`src/rtl/riscv_defines.sv`:
```
// Shared definitions for the mixed-precision operand path: format encoding,
// CSR addresses, widths and the format-to-geometry mapping.
package riscv_defines;

  localparam int NBITS_MIXED_CYCLES = 3;
  localparam int NBITS_MAX_KER      = 16;

  localparam logic [11:0] MPC_CSR_FMT   = 12'h00C;
  localparam logic [11:0] MPC_CSR_CYCLE = 12'h00D;
  localparam logic [11:0] MPC_CSR_SKIP  = 12'h00E;

  // Encoding 0 and 7 are non-mixed: the operand passes through unchanged.
  typedef enum logic [2:0] {
    FMT_NONE = 3'd0,
    FMT_2X4  = 3'd1,
    FMT_4X8  = 3'd2,
    FMT_8X16 = 3'd3,
    FMT_2X8  = 3'd4,
    FMT_4X16 = 3'd5,
    FMT_2X16 = 3'd6,
    FMT_RSVD = 3'd7
  } ivec_mode_fmt;

  typedef struct packed {
    logic [4:0] w;
    logic [4:0] a;
    logic [3:0] cycles;
  } fmt_params_t;

  function automatic fmt_params_t fmt_params(input ivec_mode_fmt fmt);
    fmt_params_t p;
    case (fmt)
      FMT_2X4:  p = '{w: 5'd2, a: 5'd4,  cycles: 4'd2};
      FMT_4X8:  p = '{w: 5'd4, a: 5'd8,  cycles: 4'd2};
      FMT_8X16: p = '{w: 5'd8, a: 5'd16, cycles: 4'd2};
      FMT_2X8:  p = '{w: 5'd2, a: 5'd8,  cycles: 4'd4};
      FMT_4X16: p = '{w: 5'd4, a: 5'd16, cycles: 4'd4};
      FMT_2X16: p = '{w: 5'd2, a: 5'd16, cycles: 4'd8};
      default:  p = '{w: 5'd0, a: 5'd0,  cycles: 4'd1};
    endcase
    return p;
  endfunction

  // Cycle counts are powers of two, so masking equals wrapping modulo cycles.
  function automatic logic [NBITS_MIXED_CYCLES-1:0] fmt_cycle_mask(input ivec_mode_fmt fmt);
    fmt_params_t p;
    p = fmt_params(fmt);
    return NBITS_MIXED_CYCLES'(p.cycles - 4'd1);
  endfunction

endpackage

```
`src/rtl/mpc_slice_extend.sv`:
```
// Combinational slice selection and per-lane widening of a packed
// narrow-weight operand into A-bit lanes.
module mpc_slice_extend
  import riscv_defines::*;
(
  input  logic [31:0]                   rs2,
  input  ivec_mode_fmt                  fmt,
  input  logic [NBITS_MIXED_CYCLES-1:0] cycle,
  input  logic                          sgn,
  output logic [31:0]                   data
);

  // Select the cycle's S-bit window, then place each W-bit field at lane k
  // of width A, filling the upper bits with the field's sign or zero.
  function automatic logic [31:0] expand(input logic [31:0] src,
                                         input logic [NBITS_MIXED_CYCLES-1:0] c,
                                         input int w, input int a, input logic s);
    logic [31:0] win;
    logic [31:0] r;
    int lanes;
    int lane;
    int pos;
    lanes = 32 / a;
    win   = src >> (32'(c) * 32'(lanes * w));
    r     = '0;
    for (int i = 0; i < 32; i++) begin
      lane = i / a;
      pos  = i % a;
      if (pos < w) r[i] = win[5'(lane * w + pos)];
      else         r[i] = s & win[5'(lane * w + w - 1)];
    end
    return r;
  endfunction

  always_comb begin
    data = rs2;
    case (fmt)
      FMT_2X4:  data = expand(rs2, cycle, 2, 4,  sgn);
      FMT_4X8:  data = expand(rs2, cycle, 4, 8,  sgn);
      FMT_8X16: data = expand(rs2, cycle, 8, 16, sgn);
      FMT_2X8:  data = expand(rs2, cycle, 2, 8,  sgn);
      FMT_4X16: data = expand(rs2, cycle, 4, 16, sgn);
      FMT_2X16: data = expand(rs2, cycle, 2, 16, sgn);
      default:  data = rs2;
    endcase
  end

endmodule

```
`src/rtl/mixed_precision_operand_unit.sv`:
```
// Mixed-precision CSR state (format, cycle, skip size) plus a one-entry
// registered stage that emits the expanded narrow-weight operand slice.
module mixed_precision_operand_unit
  import riscv_defines::*;
(
  input  logic                          clk,
  input  logic                          rst_n,
  input  logic                          csr_we_i,
  input  logic [11:0]                   csr_addr_i,
  input  logic [31:0]                   csr_wdata_i,
  output logic [31:0]                   csr_rdata_o,
  input  logic                          mux_sel_wcsr_i,
  input  logic [NBITS_MIXED_CYCLES-1:0] next_cycle_i,
  output logic [NBITS_MIXED_CYCLES-1:0] current_cycle_o,
  output ivec_mode_fmt                  ivec_fmt_o,
  output logic [NBITS_MAX_KER-1:0]      skip_size_o,
  input  logic                          op_valid_i,
  output logic                          op_ready_o,
  input  logic [31:0]                   op_rs2_i,
  input  logic                          op_signed_i,
  output logic                          slice_valid_o,
  input  logic                          slice_ready_i,
  output logic [31:0]                   slice_data_o,
  output logic [NBITS_MIXED_CYCLES-1:0] slice_cycle_o
);

  logic                          wr_fmt;
  logic                          wr_cycle;
  logic                          wr_skip;
  logic [NBITS_MIXED_CYCLES-1:0] cycle_mask;
  logic [31:0]                   ext_data;
  logic                          accept;
  logic                          unused_wdata;

  assign wr_fmt       = csr_we_i && (csr_addr_i == MPC_CSR_FMT);
  assign wr_cycle     = csr_we_i && (csr_addr_i == MPC_CSR_CYCLE);
  assign wr_skip      = csr_we_i && (csr_addr_i == MPC_CSR_SKIP);
  assign cycle_mask   = fmt_cycle_mask(ivec_fmt_o);
  assign unused_wdata = ^csr_wdata_i[31:NBITS_MAX_KER];

  // Software writes beat the controller's write-back; a format change
  // restarts the cycle sequence.
  always_ff @(posedge clk or negedge rst_n) begin
    if (!rst_n) begin
      ivec_fmt_o      <= FMT_NONE;
      current_cycle_o <= '0;
      skip_size_o     <= '0;
    end else begin
      if (wr_fmt) ivec_fmt_o <= ivec_mode_fmt'(csr_wdata_i[2:0]);
      if (wr_skip) skip_size_o <= csr_wdata_i[NBITS_MAX_KER-1:0];
      if (wr_cycle)
        current_cycle_o <= csr_wdata_i[NBITS_MIXED_CYCLES-1:0] & cycle_mask;
      else if (wr_fmt)
        current_cycle_o <= '0;
      else if (mux_sel_wcsr_i)
        current_cycle_o <= next_cycle_i & cycle_mask;
    end
  end

  always_comb begin
    csr_rdata_o = '0;
    case (csr_addr_i)
      MPC_CSR_FMT:   csr_rdata_o = 32'(ivec_fmt_o);
      MPC_CSR_CYCLE: csr_rdata_o = 32'(current_cycle_o);
      MPC_CSR_SKIP:  csr_rdata_o = 32'(skip_size_o);
      default:       csr_rdata_o = '0;
    endcase
  end

  mpc_slice_extend u_extend (
    .rs2   (op_rs2_i),
    .fmt   (ivec_fmt_o),
    .cycle (current_cycle_o),
    .sgn   (op_signed_i),
    .data  (ext_data)
  );

  // Handshake: a transfer happens on a rising edge where valid and ready are
  // both high; valid never depends on ready, and a held slice stays stable.
  assign op_ready_o = !slice_valid_o || slice_ready_i;
  assign accept     = op_valid_i && op_ready_o;

  always_ff @(posedge clk or negedge rst_n) begin
    if (!rst_n) begin
      slice_valid_o <= 1'b0;
      slice_data_o  <= '0;
      slice_cycle_o <= '0;
    end else if (accept) begin
      slice_valid_o <= 1'b1;
      slice_data_o  <= ext_data;
      slice_cycle_o <= current_cycle_o;
    end else if (slice_ready_i) begin
      slice_valid_o <= 1'b0;
    end
  end

endmodule

```
`config.mk`:
```
export PLATFORM = sky130hd
export DESIGN_NAME = mixed_precision_operand_unit
export DESIGN_NICKNAME = d
export VERILOG_FILES = /design/src/rtl/riscv_defines.sv /design/src/rtl/mpc_slice_extend.sv /design/src/rtl/mixed_precision_operand_unit.sv
export SDC_FILE = /design/constraint.sdc
export NUM_CORES = 1
export LEC_CHECK = 0
export CORE_ASPECT_RATIO = 2
export CORE_MARGIN = 3
export CORE_UTILIZATION = 49
export CTS_BUF_LIST = sky130_fd_sc_hd__clkbuf_4
export DETAILED_ROUTE_END_ITERATION = 10
export HOLD_SLACK_MARGIN = 0.05
export PLACE_DENSITY = 0.95
export SYNTH_ARGS = -nofsm -noshare
export SYNTH_HDL_FRONTEND = slang
export SYNTH_SLANG_ARGS = --single-unit
```
`constraint.sdc`:
```
create_clock -name clk -period 3.58 [get_ports clk]
set_clock_uncertainty 0.2 [all_clocks]
set_input_delay 0.358 -clock clk [delete_from_list [all_inputs] [get_ports clk]]
set_output_delay 0.358 -clock clk [all_outputs]
set_load 0.01 [all_outputs]
```
==> After elaboration in Yosys (flattened, before gate mapping) <==
Cells that the tools add are included.
{ "totals": {"register_bits": 58, "wordCells": 51} }
{ "classes": {"addsub": 1, "eq_ne": 9, "shifts": 3, "mux": 8, "bitwise": 16, "n_reduce_logical": 8} }
{ "ops": {"columns": ["operator", "count"], "rows": [
  ["$pmux W32 S6", 1],
  ["$pmux W16 S3", 1],
  ["$eq A12 B4 Y1 const B", 3],
  ["$shr A32 B5 Y4", 1],
  ["$shr A32 B6 Y8", 1],
  ["$shr A32 B7 Y16", 1],
  ["$pmux W3 S6", 1],
  ["$and A1 B1 Y1", 14],
  ["$eq A3 B3 Y1 const B", 3],
  ["$mux W3", 3],
  ["$and A3 B3 Y3", 2],
  ["$eq A3 B2 Y1 const B", 2],
  ["$logic_and A1 B1 Y1", 4],
  ["$eq A3 B1 Y1 const B", 1],
  ["$reduce_bool A3 Y1", 1],
  ["$sub A3 B1 Y3 const B", 1],
  ["$mux W1", 2],
  ["$reduce_bool A2 Y1", 1],
  ["$logic_not A1 Y1", 1],
  ["$logic_or A1 B1 Y1", 1]
]} }

==> Logic depth before layout (Yosys ltp) <==
Gate-level depths: netlist of run 1.
{ "logic_depth": {"ltp_word": 7, "depth_mapped": 8, "mapped_depth_nobuf": 5} }

==> Hierarchy <==
From an unflattened synthesis of run 1, not the netlist that was laid out.
{ "unflattened": {"cells_unflattened": 462, "hier_area_um2": 4479.3} }
{ "by_module_without_submodules": {"columns": ["mod", "instances", "cells_per_inst", "area_per_inst_um2", "seq_area_each_um2"], "rows": [
  ["mixed_precision_operand_unit", 1, 194, 2646.3, 1451.4],
  ["mpc_slice_extend", 1, 268, 1833.0, 0.0]
]} }

==> Least setup slack after synthesis of run 1 <==
No wires, ideal clock.
{ "synth_timing": {"path_kind": "register -> register", "from": "register current_cycle_o[1]", "to": "register slice_data_o[4]", "t_arrival_ps": 1747, "required_ps": 3237, "path_slack_ps": 1490, "path_stages_with_launch": 7, "path_buffers": 1, "period_less_slack_ps": 2090, "path_cell_list": "dfrtp_1 -> buf_2 -> mux4_2 -> nand3_1 -> nand3_1 -> a221oi_2 -> a22oi_1"} }
{ "synth_between": {"elab_chain_len": 3, "elab_cells_between_ends": 8} }
{ "synth_rtl": {"columns": ["item", "line", "source"], "rows": [
  ["from (decl)", "mixed_precision_operand_unit.sv:14", "output logic [NBITS_MIXED_CYCLES-1:0] current_cycle_o,"],
  ["from (signal assigned)", "mixed_precision_operand_unit.sv:52", "current_cycle_o <= csr_wdata_i[NBITS_MIXED_CYCLES-1:0] & cycle_mask;"],
  ["from (signal assigned)", "mixed_precision_operand_unit.sv:56", "current_cycle_o <= next_cycle_i & cycle_mask;"],
  ["$shr A32 B6 Y8 (tied with other cells)", "mpc_slice_extend.sv:24", "win = src >> (32'(c) * 32'(lanes * w));"],
  ["$and A1 B1 Y1", null, null],
  ["$pmux W32 S6 *", "mpc_slice_extend.sv:37", "case (fmt)"],
  ["to (signal assigned)", "mixed_precision_operand_unit.sv:90", "slice_data_o <= ext_data;"],
  ["to (decl)", "mixed_precision_operand_unit.sv:23", "output logic [31:0] slice_data_o,"]
]} }
Mark *: on every way between the ends. The rest lies on a longest branch, timed or not.
A chain may end at the register's enable or synchronous reset.

==> Worst setup path after layout of run 1 <==
{ "layout_timing": {"from": "input port csr_addr_i[9]", "to": "output port csr_rdata_o[1]"} }
{ "layout_between": {"elab_chain_len": 2, "elab_cells_between_ends": 4} }
{ "layout_rtl": {"columns": ["item", "line", "source"], "rows": [
  ["from (decl)", "mixed_precision_operand_unit.sv:9", "input logic [11:0] csr_addr_i,"],
  ["$eq A12 B4 Y1", "mixed_precision_operand_unit.sv:62", "case (csr_addr_i)"],
  ["$pmux W16 S3 *", "mixed_precision_operand_unit.sv:62", null],
  ["to (decl)", "mixed_precision_operand_unit.sv:11", "output logic [31:0] csr_rdata_o,"]
]} }
Marked as above.

==> run metrics, run 1 <==
H-tree Lvls=3; I/O Buffers=144; Final TNS setup=0 ps; Commonest cells post-synth=58 x dfrtp_1, 47 x nand2_1, 34 x a21oi_1; outcome=completed; critical path class=input pin to primary output; final antenna-violating net count=0; detail-routed via count per cell=6.43; worst slew pin tran=between 700 and 800 ps; post-DP HPWL=about 13000 µm; Initial Utilization=0.510; Power per Cell Area=254 nW/µm²; Slew headroom=0.512; postcts setup bufs=0; Setup Viol. Count Final=0; hold depth=2; Detailed Route WL=~17000 µm; Mapped Area=approximately 4400 µm²; top area cells in the synthesized netlist=dfrtp_1 33%, mux2i_1 7.0%, mux4_2 4.1%, nand2_1 4.0%, a21oi_1 3.8%; top-area cell type share of the netlist area=0.326; register area=1450 µm²; period utilization=0.906; DR iter-0 viols=518; area of the multi-input gates=2710 µm²; number of synthesized flops with an enable pin=0; fmax=308 MHz; dpl cells=713; total gr overflow=0; num rows=48; die area=10300 µm²; unrepaired setup endpoints after global routing=no; Total GRT Usage=0.329; most frequent cell after synthesis=dfrtp_1; Post-CTS Resized=0; Main synth FF type=dfrtp_1; Die Ht=141 µm; asr flop ratio synth=1.00; Final Hold Vio Count=0; cell depth of the worst flop-to-flop path=5; vias in the first global route=between 4000 and 5000; Syn Area/Cell=9.18 µm²; initial antenna violation count=1; clk sink count=58; Final Net Count=711; MaxCap Viol Count=0; clock-pin slew on the worst setup and hold paths=roughly 110 ps; Power Total=1.53 mW; largest net degree at the start of global routing=32; drt wl/cell=about 23 µm; synthesis-stage register bit count=58; Area Growth Syn to Fin=35.3%; Static Leakage=2.39 nW; Post-CTS Hold Fix Bufs=1; yosys warns=0; Root Buffer=clkbuf_4; synth unique cells=74; Synth Instances=around 480; Die W=73.4 µm; IO Pins=~180; min cycle time layout=3240 ps; dominant cell type by area after synthesis=dfrtp_1; GPL Wtd Cong=1.01; CTS tree=built; Core Area=just under 9000 µm²; Seq/Total Area, Yosys=0.326; startpoint types=input pin; Tightest Hold Check Type=flop to flop; maximum VDD drop=192 µV; Max FO, Critical Path=17; # fillers=693; global-route wire length before repair=25800 µm; Worst Path Required=3020 ps; Slew Limit Fails=0; CP Data Arrival Time=2690 ps; vias=4681; Worst setup EP type=primary output; worst-skew pair later-pin latency=about 420 ps; drt pass-1 iters=5; DRC errors left=0; layout cell share with drive strength beyond 1=0.134; Num CTS Buffers=9; Finished Layout Cells=728; clk buf depth=2; Util after Layout=0.691
==> state kept, by name, summed over array words and instances, names as in the netlist <==
signal	flops
current_cycle_o	3
ivec_fmt_o	3
skip_size_o	16
slice_cycle_o	3
slice_data_o	32
slice_valid_o	1
==> metrics by stage <==
step	worst slack, ps	cell area [µm²]	hold slack, ps
3_3_place_gp	478	5920	237
5_1_grt	143	6010	325
2_1_floorplan	1490	4500	-138
3_5_place_dp	294	5920	253
4_1_cts	287	6010	299
6_report	336	6010	292
==> worst paths after layout <==
| kind | from | to | slack (ps) |
|---|---|---|---|
| min in group asynchronous | rst_n | slice_data_o[0]$_DFFE_PN0P_ | 300 |
| min | slice_cycle_o[1]$_DFFE_PN0P_ | slice_cycle_o[1]$_DFFE_PN0P_ | 290 |
| max | csr_addr_i[9] | csr_rdata_o[1] | 340 |
| min reg2reg | slice_cycle_o[1]$_DFFE_PN0P_ | slice_cycle_o[1]$_DFFE_PN0P_ | 290 |
| max in group asynchronous | rst_n | slice_data_o[9]$_DFFE_PN0P_ | 1960 |
| max reg2reg | current_cycle_o[1]$_DFFE_PN0P_ | slice_data_o[20]$_DFFE_PN0P_ | 910 |
==> cells in the final DEF (no fill, tap or decap), types with 3 or more instances in the layout <==
cell / synthesis / routed
a31oi_1: 14 / 14
o31ai_1: 4 / 4
mux2_2: 15 / 15
a22oi_1: 6 / 6
nand2b_1: 10 / 10
a21oi_1: 34 / 34
dfrtp_1: 58 / 57
mux2i_1: 31 / 31
clkbuf_4: 0 / 10
nor2b_1: 7 / 6
nand3_1: 4 / 4
o21ai_0: 28 / 28
clkdlybuf4s50_1: 0 / 143
nand2_1: 47 / 47
a311oi_1: 3 / 3
and2_1: 18 / 18
nor2_1: 33 / 33
o21a_1: 11 / 11
o221ai_1: 3 / 3
and3_1: 3 / 3
nor3_1: 9 / 9
mux4_2: 8 / 8
o21ai_1: 5 / 5
buf_4: 19 / 23
nor4_1: 4 / 4
conb_1: 1 / 16
a21o_1: 3 / 3
mux2_4: 10 / 10
inv_1: 5 / 5
clkinv_1: 0 / 3
nand3b_1: 4 / 4
a32oi_1: 3 / 3
o22a_1: 3 / 3
==> kinds of logic after synthesis <==
kind of cell             count (synthesis)  share of synthesized area
XOR/XNOR                                 1                    0.00197
other                                    1                   0.000844
AO/OA/AOI/OAI                          141                      0.214
buffers and inverters                   58                     0.0771
adder cells (fa/ha/maj)                  1                    0.00225
flip-flops                              58                      0.326
multiplexers                            64                      0.182
AND/OR/NAND/NOR                        160                      0.196
==> area by class of cell <==
class	count	area share
tap	100	0.0208
inverter	5	0.00312
clock inverter	3	0.00187
sequential	58	0.242
timing repair buffer	168	0.269
antenna	1	0.000416
clock buffer	10	0.0125
multi-input combinational	383	0.451
==> power by group <==
| group | switching (mW) | leakage [nW] | internal (mW) |
|---|---|---|---|
| clock network | 0.235 | 0.0507 | 0.133 |
| logic | 0.205 | 1.60 | 0.221 |
| registers | 0.0306 | 0.742 | 0.704 |
| total | 0.470 | 2.39 | 1.06 |
==> critical path, cell delays in order <==
cell and delay, ps:
clkdlybuf4s50_1 450, nor4_4 340, nand3_2 140, nor3b_4 580
nand2_1 140, o21ai_0 110, clkdlybuf4s50_1 580
==> metal layers <==
metal  vias to the layer above  global-route usage  routed length [µm]
li1                       2034                   -                   -
met1                      2260               0.366                5730
met2                       309               0.553                8720
met3                        78              0.0700                1150
met4                         0               0.204                1080
met5                         -                   0                   0
Power figures use the tool's default switching activity.
==> run 2, diff against run 1 <==
--- a/config.mk
+++ b/config.mk
@@ -6,12 +6,13 @@
 export NUM_CORES = 1
 export LEC_CHECK = 0
 export CORE_ASPECT_RATIO = 2
-export CORE_MARGIN = 3
+export CORE_MARGIN = 8
 export CORE_UTILIZATION = 49
 export CTS_BUF_LIST = sky130_fd_sc_hd__clkbuf_4
 export DETAILED_ROUTE_END_ITERATION = 10
 export HOLD_SLACK_MARGIN = 0.05
 export PLACE_DENSITY = 0.95
+export SKIP_CTS_REPAIR_TIMING = 1
 export SYNTH_ARGS = -nofsm -noshare
 export SYNTH_HDL_FRONTEND = slang
 export SYNTH_SLANG_ARGS = --single-unit
==> run 2 against run 1 <==
  * Power is 12% higher
  * Critical path type unchanged
  * Register-to-register slack lost 110 ps
  * First-iteration DRC count down 30%
  * Combinational power is essentially flat
  * Count of clock-buffer cells in the layout grew 1
==> run metrics, run 2 (same netlist as run 1, synthesis figures left out) <==
outcome=completed; IO Pins=177 (unchanged); period utilization=0.909 (+0.00309); Detailed Route WL=17500 µm (+5.0%); unrepaired setup endpoints after global routing=no; Reg power frac=0.429 (-0.052); global-route wire length before repair=26900 µm (+4.0%); detail-routed via count per cell=6.33 (-1.6%); R2R Path Start=ivec_fmt_o[0]$_DFFE_PN0P_; layout cell share with drive strength beyond 1=0.133 (-0.00117); total gr overflow=0 (unchanged); Sw Pwr=0.492 mW (+4.7%); Die W=83.4 µm (+14%); Tightest Hold Check Type=flop to flop; critical path class=input pin to primary output; commonest non-fill, non-tap cell in the layout=clkdlybuf4s50_1; Final Net Count=707 (-0.56%); top flop regs=slice_data_o (32), skip_size_o (16); Core Area=8890 µm² (+2.1%); GPL Wtd Cong=0.945 (-6.8%); DRC errors left=0 (unchanged); Die Ht=151 µm (+7.1%); Util after Layout=0.681 (-0.0100); DR iter-0 viols=363 (-30%); combinational fraction of design power=0.250 (-0.029); worst slew pin tran=887 ps (+165 ps); vias=4607 (-1.6%); CP Data Arrival Time=2700 ps (about the same); Worst setup EP type=primary output; vias in the first global route=4813 (-0.19%); post-DP HPWL=13700 µm (+7.5%); num rows=49 (+2.1%); Static Leakage=2.40 nW (+0.39%); Num CTS Buffers=9 (unchanged); Finished Cell Area=6050 µm² (+0.60%); Placed Area=5890 µm² (-0.47%); min cycle time layout=3260 ps (+11.1 ps); drt wl/cell=24.0 µm (+5.0%); Root Buffer=clkbuf_4; startpoint types=input pin; worst setup path startpoint=csr_addr_i[9]; final antenna-violating net count=0 (unchanged); Slew headroom=0.409 (-0.104); fmax=307 MHz (-0.34%); I/O Buffers=144 (unchanged); Final TNS setup=0 ps (unchanged); clk sink count=58 (unchanged); clk buf depth=2 (unchanged); CTS tree=built; Max FO, Critical Path=17 (unchanged); switching share of power=0.288 (-0.0200); Slew Limit Fails=0 (unchanged); clock-pin slew on the worst setup and hold paths=100 ps (about the same); worst setup path endpoint=csr_rdata_o[0]; dpl cells=711 (-0.28%); die area=12600 µm² (+22%); H-tree Lvls=3 (unchanged); worst-skew pair later-pin latency=440 ps (+20 ps); Final Hold Vio Count=0 (unchanged); Area Growth Syn to Fin=36.1%; drt pass-1 iters=5 (unchanged); cell depth of the worst flop-to-flop path=5 (unchanged); Setup Viol. Count Final=0 (unchanged); reg2reg end=slice_data_o[11]$_DFFE_PN0P_; Total GRT Usage=0.271 (-0.0575); maximum VDD drop=224 µV (+17%); Worst Path Required=3020 ps (about the same); Initial Utilization=0.500 (-0.0104); Finished Layout Cells=728 (unchanged); Power per Cell Area=283 nW/µm² (+11%); initial antenna violation count=1 (unchanged); reg-to-reg slack, setup=800 ps (-110 ps); Int Power=1.22 mW (+15%); Most flops, register=slice_data_o; commonest cells after routing, fill and taps aside=143 x clkdlybuf4s50_1, 57 x dfrtp_1, 47 x nand2_1, 34 x a21oi_1, 33 x nor2_1; max FFs per register=32 (unchanged); largest net degree at the start of global routing=36 (+13%); MaxCap Viol Count=0 (unchanged); Clk pwr share=0.321 (+0.081)
run 2: changes by cell type in the layout (fill, tap and decap cells not counted), sizes merged:
cell / delta
buf: -4
bufinv: +2
clkbuf: +1
clkinv: -1
run 2: stage by stage:
step                      setup slack, ps  total power, mW  hold slack (ps)
final                                 325             1.71              297
after global routing                  140             1.78              323
after CTS                             286             1.71             -163
after detailed placement              287             1.17              279
after global placement                442             1.16              262
after floorplan                      1490            0.916             -138
run 2: power groups by stage:
stage / sequential (mW) / clock (mW) / combinational [mW]
floorplan: 0.766 / 0 / 0.150
global placement: 0.745 / 0 / 0.419
detailed placement: 0.748 / 0 / 0.424
CTS: 0.735 / 0.550 / 0.426
global route: 0.740 / 0.588 / 0.457
finish: 0.734 / 0.548 / 0.427
run 2: critical path, cell delays in order:
cell,delay (ps)
clkdlybuf4s50_1,440
nor4_4,320
nand3_2,140
nor3b_4,590
nand2_1,130
o21ai_0,120
clkdlybuf4s50_1,590
run 2: worst min-delay path by stage:
stage / from / to / slack, ps / cells after the start
floorplan: rst_n / current_cycle_o[0]$_DFFE_PN0P_ / -140 / 0
global route: slice_data_o[10]$_DFFE_PN0P_ / slice_data_o[10]$_DFFE_PN0P_ / 320 / 2
CTS: rst_n / slice_data_o[17]$_DFFE_PN0P_ / -160 / 1
global placement: slice_cycle_o[2]$_DFFE_PN0P_ / slice_cycle_o[2]$_DFFE_PN0P_ / 260 / 2
detailed placement: slice_data_o[12]$_DFFE_PN0P_ / slice_data_o[12]$_DFFE_PN0P_ / 280 / 2
finish: slice_data_o[12]$_DFFE_PN0P_ / slice_data_o[12]$_DFFE_PN0P_ / 300 / 2
run 2: area by class of cell:
class                   count  area [µm²]
clock inverters             4        67.6
repair buffers            164        1590
diodes                      1        2.50
well taps                 102         128
inverters                   5        18.8
flip-flops and latches     58        1450
fillers                   702        2840
multi-input cells         383        2710
clock buffers              11        82.6
run 2: per-layer routing:
metal,part of all wire,wire (µm),up-vias,GRT usage
met1,0.35,6070,2226,0.270
li1,-,-,2034,-
met4,0.062,1090,0,0.188
met3,0.068,1190,72,0.0585
met5,0,0,-,0
met2,0.52,9150,275,0.489
==> run 3, diff against run 2 <==
--- a/config.mk
+++ b/config.mk
@@ -5,10 +5,12 @@
 export SDC_FILE = /design/constraint.sdc
 export NUM_CORES = 1
 export LEC_CHECK = 0
+export CAP_MARGIN = 20
 export CORE_ASPECT_RATIO = 2
 export CORE_MARGIN = 8
 export CORE_UTILIZATION = 49
 export CTS_BUF_LIST = sky130_fd_sc_hd__clkbuf_4
+export CTS_CLUSTER_DIAMETER = 40
 export DETAILED_ROUTE_END_ITERATION = 10
 export HOLD_SLACK_MARGIN = 0.05
 export PLACE_DENSITY = 0.95
==> results of run 3 <==
Same layout as run 2: the final DEF is identical, and so are final timing and power.
